[config.mk]
export PLATFORM = sky130hd
export DESIGN_NAME = mode_arbiter_flat
export DESIGN_NICKNAME = d
export VERILOG_FILES = /design/src/rtl/mode_arbiter_if.sv /design/src/rtl/mode_arbiter.sv /design/src/flat_wrapper.sv
export SDC_FILE = /design/constraint.sdc
export NUM_CORES = 1
export LEC_CHECK = 0
export CAP_MARGIN = 10
export CORE_MARGIN = 4
export CORE_UTILIZATION = 40
export DETAILED_ROUTE_END_ITERATION = 16
export PLACE_DENSITY = 0.65
export SKIP_CTS_REPAIR_TIMING = 1
export SLEW_MARGIN = 20
export SYNTH_ARGS = -nofsm -noshare
export SYNTH_HDL_FRONTEND = slang
export SYNTH_SLANG_ARGS = --single-unit
[constraint.sdc]
create_clock -name clk -period 5.44 [get_ports clk]
set_clock_uncertainty 0.15 [all_clocks]
set_input_delay 1.088 -clock clk [delete_from_list [all_inputs] [get_ports clk]]
set_output_delay 1.088 -clock clk [all_outputs]
set_load 0.01 [all_outputs]
[src/rtl/mode_arbiter_if.sv]
// ---------------------------------------------------------------------------
// mode_arbiter_if
// Handshake bundle between the three write-datapath sources and the mode
// arbiter.
//   req         [2:0] level requests, req[i] from source i+1
//   en_in       [2:0] data strobes en1/en2/en3 (same nets as the mux inputs)
//   mode        [1:0] mux select, 0..2 = source 1..3, 3 = idle (mux outputs 0)
//   gnt         [2:0] one-hot grant
//   busy              arbiter not idle
//   timeout_err       one-cycle pulse on watchdog release
// master modport: the source side; slave modport: the arbiter.
// ---------------------------------------------------------------------------
interface mode_arbiter_if;
    logic [2:0] req;
    logic [2:0] en_in;
    logic [1:0] mode;
    logic [2:0] gnt;
    logic       busy;
    logic       timeout_err;

    modport master (
        output req, en_in,
        input  mode, gnt, busy, timeout_err
    );

    modport slave (
        input  req, en_in,
        output mode, gnt, busy, timeout_err
    );
endinterface

[src/rtl/mode_arbiter.sv]
// ---------------------------------------------------------------------------
// mode_arbiter
// Round-robin sequencer for the three-input mode multiplexer on the SSD write
// datapath. A requesting source gets a bounded burst (counted in en strobes);
// mode switches are fenced by a guard cycle before the grant and a drain
// cycle after it, so the multiplexer's one-cycle registered path never loses
// or mis-routes a beat.
//
// Parameters:
//   BURST_LEN  max strobes per grant (>= 1)
//   TIMEOUT    idle-strobe cycles before forced release (>= 2), only used
//              when MODE_ARB_TIMEOUT_EN is defined
// Ports:
//   clk   rising-edge clock
//   rst   asynchronous active-high reset
//   bus   mode_arbiter_if.slave (req, en_in in; mode, gnt, busy,
//         timeout_err out)
// Build option:
//   MODE_ARB_TIMEOUT_EN  adds the grant watchdog and drives timeout_err;
//                        without it timeout_err is tied to 0.
// ---------------------------------------------------------------------------
module mode_arbiter #(
    parameter int BURST_LEN = 256,
    parameter int TIMEOUT   = 1024
) (
    input  logic            clk,
    input  logic            rst,
    mode_arbiter_if.slave   bus
);

    localparam int CW = $clog2(BURST_LEN + 1);

    if (BURST_LEN < 1 || TIMEOUT < 2) begin : g_param_check
        $error("mode_arbiter: BURST_LEN must be >= 1 and TIMEOUT >= 2");
    end

    typedef enum logic [1:0] {IDLE, SWITCH, GRANT, DRAIN} state_t;

    state_t        state;
    logic [1:0]    idx;      // source owning the current burst
    logic [1:0]    ptr;      // round-robin start point for the next search
    logic [CW-1:0] cnt;      // strobes counted in this burst
    logic [1:0]    mode_q;
    logic [2:0]    gnt_q;
    logic          busy_q;

    logic [1:0]    pick;
    logic [1:0]    p1;
    logic [1:0]    p2;
    logic          strobe;
    logic          burst_end;
    logic          wd_fire;

    function automatic logic [1:0] next_idx(input logic [1:0] i);
        return (i == 2'd2) ? 2'd0 : i + 2'd1;
    endfunction

    // Only the granted source's strobe is ever looked at; foreign strobes
    // are ignored in every state.
    assign strobe    = bus.en_in[idx];
    assign burst_end = strobe && (cnt == CW'(BURST_LEN - 1));

    // First requester searching ptr, ptr+1, ptr+2 (mod 3).
    // NOTE: every always_comb output gets a default first, so no path can
    // leave it unassigned and infer a latch.
    always_comb begin
        p1   = next_idx(ptr);
        p2   = next_idx(p1);
        pick = p2;
        if (bus.req[ptr])
            pick = ptr;
        else if (bus.req[p1])
            pick = p1;
    end

`ifdef MODE_ARB_TIMEOUT_EN
    localparam int WW = $clog2(TIMEOUT + 1);
    logic [WW-1:0] wd;
    logic          terr_q;

    // Fires on the TIMEOUT-th consecutive strobe-less GRANT cycle.
    assign wd_fire         = !strobe && (wd == WW'(TIMEOUT - 1));
    assign bus.timeout_err = terr_q;
`else
    assign wd_fire         = 1'b0;
    assign bus.timeout_err = 1'b0;
`endif

    // NOTE: sequential state uses non-blocking assignments only, so every
    // register samples pre-edge values regardless of statement order.
    always_ff @(posedge clk or posedge rst) begin
        if (rst) begin
            state  <= IDLE;
            idx    <= 2'd0;
            ptr    <= 2'd0;
            cnt    <= '0;
            mode_q <= 2'd3;
            gnt_q  <= 3'b000;
            busy_q <= 1'b0;
`ifdef MODE_ARB_TIMEOUT_EN
            wd     <= '0;
            terr_q <= 1'b0;
`endif
        end else begin
`ifdef MODE_ARB_TIMEOUT_EN
            terr_q <= 1'b0;
`endif
            case (state)
                IDLE: begin
                    if (|bus.req) begin
                        idx    <= pick;
                        mode_q <= pick;
                        cnt    <= '0;
                        busy_q <= 1'b1;
                        state  <= SWITCH;
                    end
                end

                // Guard cycle: mux has already switched, grant follows.
                SWITCH: begin
                    gnt_q <= 3'b001 << idx;
                    state <= GRANT;
`ifdef MODE_ARB_TIMEOUT_EN
                    wd    <= '0;
`endif
                end

                GRANT: begin
                    if (strobe && cnt != CW'(BURST_LEN))
                        cnt <= cnt + 1'b1;
`ifdef MODE_ARB_TIMEOUT_EN
                    wd <= strobe ? '0 : wd + 1'b1;
`endif
                    // A strobe coinciding with req dropping is still counted.
                    if (burst_end || !bus.req[idx] || wd_fire) begin
                        gnt_q <= 3'b000;
                        state <= DRAIN;
`ifdef MODE_ARB_TIMEOUT_EN
                        terr_q <= wd_fire && bus.req[idx];
`endif
                    end
                end

                // mode held one more cycle so the last beat clears the
                // registered mux path.
                DRAIN: begin
                    mode_q <= 2'd3;
                    busy_q <= 1'b0;
                    ptr    <= next_idx(idx);
                    state  <= IDLE;
                end

                default: state <= IDLE;
            endcase
        end
    end

    assign bus.mode = mode_q;
    assign bus.gnt  = gnt_q;
    assign bus.busy = busy_q;

endmodule

[src/flat_wrapper.sv]
// flat-port wrapper written by rule: the top's interface ports become plain ports
module mode_arbiter_flat 
#(
    parameter int BURST_LEN = 256,
    parameter int TIMEOUT   = 1024
)
  (clk, rst, bus_req, bus_en_in, bus_mode, bus_gnt, bus_busy, bus_timeout_err);
  mode_arbiter_if bus_i ();
  input  logic clk;
  input  logic rst;
  input wire logic [$bits(bus_i.req)-1:0] bus_req;
  input wire logic [$bits(bus_i.en_in)-1:0] bus_en_in;
  output wire logic [$bits(bus_i.mode)-1:0] bus_mode;
  output wire logic [$bits(bus_i.gnt)-1:0] bus_gnt;
  output wire logic [$bits(bus_i.busy)-1:0] bus_busy;
  output wire logic [$bits(bus_i.timeout_err)-1:0] bus_timeout_err;
  assign bus_i.req = bus_req;
  assign bus_i.en_in = bus_en_in;
  assign bus_mode = bus_i.mode;
  assign bus_gnt = bus_i.gnt;
  assign bus_busy = bus_i.busy;
  assign bus_timeout_err = bus_i.timeout_err;
  mode_arbiter #(.BURST_LEN(BURST_LEN), .TIMEOUT(TIMEOUT)) u_core (.clk(clk), .rst(rst), .bus(bus_i));
endmodule
== Yosys cells after proc, flatten, opt, wreduce, memory -nomap -nowiden ==
Cells that the tools add are included.
W data, S select, Z words.
Word-level totals
  flip-flop bits (word level): 21
  bits of input ports: 8
  output and inout bits: 7
  word-level logic and storage cells: 65
Cells by class
  $add $sub $neg: 4
  order comparisons: 3
  equal/unequal tests: 11
  shifts and indexed selects: 1
  mux-type cells: 25
  reductions and logical operators: 14
Operators with widths (number)
  $mux W9: 2
  $pmux W9 S2: 1
  $mux W2: 8
  $eq A2 B2 Y1 const B: 5
  $add A9 B1 Y9 const B: 1
  $eq A9 B8 Y1 const B: 1
  $lt A2 B3 Y1 const B: 3
  $ne A9 B9 Y1 const B: 1
  $bmux W1 S2: 4
  $pmux W2 S4: 1
  $reduce_and A2 Y1: 4
  $add A2 B1 Y2 const B: 3
  $ne A2 B1 Y1 const B: 3
  $pmux W3 S2: 1
  $reduce_bool A2 Y1: 3
  $mux W1: 5
  $pmux W2 S2: 1
  $mux W3: 1
  $reduce_and A3 Y1: 1
  $reduce_or A3 Y1: 1
  $shl A1 B2 Y3 const A: 1
  $eq A2 B1 Y1 const B: 1
  $logic_and A1 B1 Y1: 2
  $logic_not A2 Y1: 1
  other kinds (3): 3

== Longest topological paths before layout ==
  depth after elaboration: 8
  mapped depth: 7
  mapped depth without buffers: 7

== Worst setup path after synthesis ==
No wires, ideal clock.
  path kind: input-to-reg
  from: input port bus_req[0]
  to: register u_core.cnt[0]
  library setup time: 0.079 ns
  data arrival time: 2.275 ns
  path slack: 2.935 ns
  cell stages on the path: 5
  path buffers: 1
  cells stage by stage: buf_2 or4b_4 o21ai_2 nand3b_1 mux2i_1
Between the ends
  word-level cells in the longest chain between the ends: 3
Ends and longest elaborated chain
  start: declaration: line flat_wrapper.sv:11  | input wire logic [$bits(bus_i.req)-1:0] bus_req;
  $reduce_or A3 Y1: line mode_arbiter.sv:110  | if (|bus.req) begin
  $ne A2 B1 Y1 (no source line)
  $reduce_and A3 Y1 (no source line)
  end signal: assignment: line mode_arbiter.sv:130  | cnt <= cnt + 1'b1;
  end: declaration: line mode_arbiter.sv:42  | logic [CW-1:0] cnt;
No other way between the ends.
A chain may end at the register's enable or synchronous reset.

== Worst setup path after layout ==
  from: input port bus_req[0]
  to: register u_core.cnt[2]
The elaborated chain is that of the path after synthesis.

==> results.sh <==
export IMPL_run_status="finished clean"
export IMPL_via_per_inst=5.68
export IMPL_fillers=316
export IMPL_slowest_stage="nor4b_1"
export IMPL_timing_rr_start="u_core.cnt[2]"
export IMPL_crit_start="bus_req[0]"
export IMPL_syn_num_nets=150
export IMPL_synthTopCellsByArea="dfrtp_1 (36%), ha_1 (6.6%), mux2i_1 (6.0%)"
export IMPL_gp_congestion=0.822
export IMPL_h_tree_depth=1
export IMPL_ys_warn_count=0
export IMPL_clock_sinks=21
export IMPL_hold_start="u_core.bus.busy"
export IMPL_endpoint_kind="flop"
export IMPL_whs_ns=0.373
export IMPL_maxSlewViolCount=0
export IMPL_fmax_mhz=351
export IMPL_p_comb_frac=0.516
export IMPL_netSwitchingPower_mw=0.292
export IMPL_maxCapViolations=0
export IMPL_worst_pin_slew_ns=0.789
export IMPL_finalCoreUtilization=0.481
export IMPL_syn_area_mm2=0.00133
export IMPL_cp_required_ns=5.53
export IMPL_synth_most_common_cell="dfrtp_1"
export IMPL_regArea_um2=528
export IMPL_async_flop_share=1.00
export IMPL_start_kind="input port"
export IMPL_core_area_mm2=0.00310
export IMPL_swShare=0.408
export IMPL_cts_made_buffers=3
export IMPL_ys_types=43
export IMPL_hpwl_mm=2.09
export IMPL_cts_tree="yes"
export IMPL_vias=1073
export IMPL_synth_seq_area_share=0.398
export IMPL_dieArea_mm2=0.00430
export IMPL_synth_edff_count=0
export IMPL_drc=0
export IMPL_grt_max_degree=22
export IMPL_cpPeakStageDelay_ns=0.65
export IMPL_clock_path_buffers=2
export IMPL_hp_class="reg2reg"
export IMPL_routed_wl_mm=2.78
export IMPL_fin_crit_ns=2.85
export IMPL_overflow=0
export IMPL_post_dp_cell_area_mm2=0.00147
export IMPL_instances_no_fill=189
export IMPL_ys_ff_latch=21
export IMPL_crit_type="in2reg"
export IMPL_fin_crit_sh=0.523
export IMPL_track_usage=0.145
export IMPL_area_growth_synth_to_final_pct=12.7
export IMPL_ant_nets=0
export IMPL_clk_transition_reported_paths_ns=0.12
export IMPL_p_per_area_mw_per_mm2=478
export IMPL_nets=161
export IMPL_synth_largest_area_cell="dfrtp_1"
export IMPL_clock_latency_ns=0.31
export IMPL_p_clk_frac=0.106
export IMPL_synth_area_per_cell_um2=9.81
export IMPL_synth_main_ff_cell="dfrtp_1"
export IMPL_arrival_ns=2.94
export IMPL_antenna_found_initial=0
export IMPL_crit_fanout=9
export IMPL_power_frac_seq=0.378
export IMPL_multi_input_area_um2=721
export IMPL_wl_per_cell_um=14.7
export IMPL_initial_core_util=0.427
export IMPL_crit_chain="clkdlybuf4s50_1 -> nor4b_1 -> nor2_1 -> a31o_2 -> a21oi_1"
export IMPL_dr_pass1_iters=5
export IMPL_fin_area_mm2=0.00149
export IMPL_ioPinCount=15
export IMPL_die_h_um=65.6
export IMPL_max_slew_margin=0.473
export IMPL_setup_viol=0
export IMPL_grt_pass1_wl_mm=4.84
export IMPL_power_leakage_nw=0.640
export IMPL_synthTopCellsByCount="dfrtp_1 (19), inv_1 (9), nand2_1 (9), mux2i_1 (8)"
export IMPL_grt_pass1_vias=1028
export IMPL_rows=20
export IMPL_synthCells=135
export IMPL_irDropWorstVdd_mv=0.263
export IMPL_drt_iter0_drc=110
export IMPL_antenna_cells=0
export IMPL_die_w_um=65.6
export IMPL_drive_gt1_frac=0.110
export IMPL_hold_viol_final=0
export IMPL_grt_setup_unrepaired="false"
export IMPL_port_buffers=13
export IMPL_dp_cells=185
export IMPL_intPower_mw=0.423
export IMPL_synth_top_cell_area_share=0.359
export IMPL_finalSetupTns_ns=0
export IMPL_cts_root_buf="clkbuf_4"
## cell type report
class | instances | share of cell area
Clock buffer | 4 | 0.0176
Tap cell | 44 | 0.0369
Inverter | 9 | 0.0226
Multi-Input combinational cell | 98 | 0.482
Timing Repair Buffer | 13 | 0.0871
Sequential cell | 21 | 0.353
## critical path: cells and delay by family
family / cells / cell delay [ns]
compound gates: 2 / 0.42
buf+inv: 1 / 0.55
simple gates: 2 / 0.88
## cells in the final DEF, fill, tap and decap left out, types with 2 or more instances in the layout
| master | instances |
|---|---|
| clkbuf_4 | 3 |
| dfrtp_1 | 19 |
| o31ai_1 | 3 |
| nand2b_1 | 4 |
| nand2_1 | 9 |
| a21oi_1 | 7 |
| o21ai_0 | 6 |
| nor4_1 | 2 |
| nor3b_1 | 3 |
| or4_1 | 2 |
| mux2i_1 | 8 |
| nand4_1 | 3 |
| and4_1 | 2 |
| inv_1 | 9 |
| o22a_1 | 4 |
| and2_1 | 2 |
| mux2_2 | 5 |
| nor2_1 | 7 |
| nand3b_1 | 5 |
| dfstp_2 | 2 |
| clkdlybuf4s50_1 | 13 |
| nand3_1 | 2 |
| ha_1 | 7 |
## metrics by stage
step	power (mW)	setup WS, ns
after floorplan	0.545	2.94
after global placement	0.629	2.41
after detailed placement	0.642	2.29
after CTS	0.719	2.61
after global routing	0.780	2.48
final	0.715	2.59
## sequential cells by signal (all words and copies together) (netlist names)
register and cells:
u_core.ptr 2, u_core.bus.gnt 3, u_core.cnt 9, u_core.bus.mode 2, u_core.bus.busy 1, u_core.idx 2, u_core.state 2
## routing by layer
metal	vias up	global-route usage	wire length, µm
li1	514	-	-
met2	39	0.221	1250
met3	4	0.0462	195
met1	516	0.195	1300
met4	0	0.0415	36
met5	-	0	0
## power groups by stage
stage          logic, mW  clock network (mW)  registers (mW)
3_3_place_gp       0.359                   0           0.270
3_5_place_dp       0.369                   0           0.273
5_1_grt            0.414              0.0857           0.280
4_1_cts            0.371              0.0782           0.270
2_1_floorplan      0.291                   0           0.254
6_report           0.369              0.0760           0.270
## worst paths after layout
path	cells past startpoint	slack, ns	end
min in group asynchronous	2	1.06	u_core.cnt[7]
hold reg to reg	2	0.37	u_core.bus.busy
max in group asynchronous	2	3.59	u_core.cnt[8]
hold / removal	2	0.37	u_core.bus.busy
setup / recovery	5	2.59	u_core.cnt[2]
setup reg to reg	7	3.05	u_core.state[1]
## kinds of logic (layout without fill, tap and decap cells)
family / count (synthesis) / count (layout) / share of synthesized area
adders and majority gates: 7 / 7 / 0.0661
other: 1 / 1 / 0.00283
buffers and inverters: 16 / 26 / 0.0576
and+or+nand+nor: 45 / 45 / 0.200
AOI/OAI and AO/OA: 32 / 32 / 0.172
DFF: 21 / 21 / 0.398
muxes: 13 / 13 / 0.103
No activity file was read; power rests on OpenSTA's default activity.
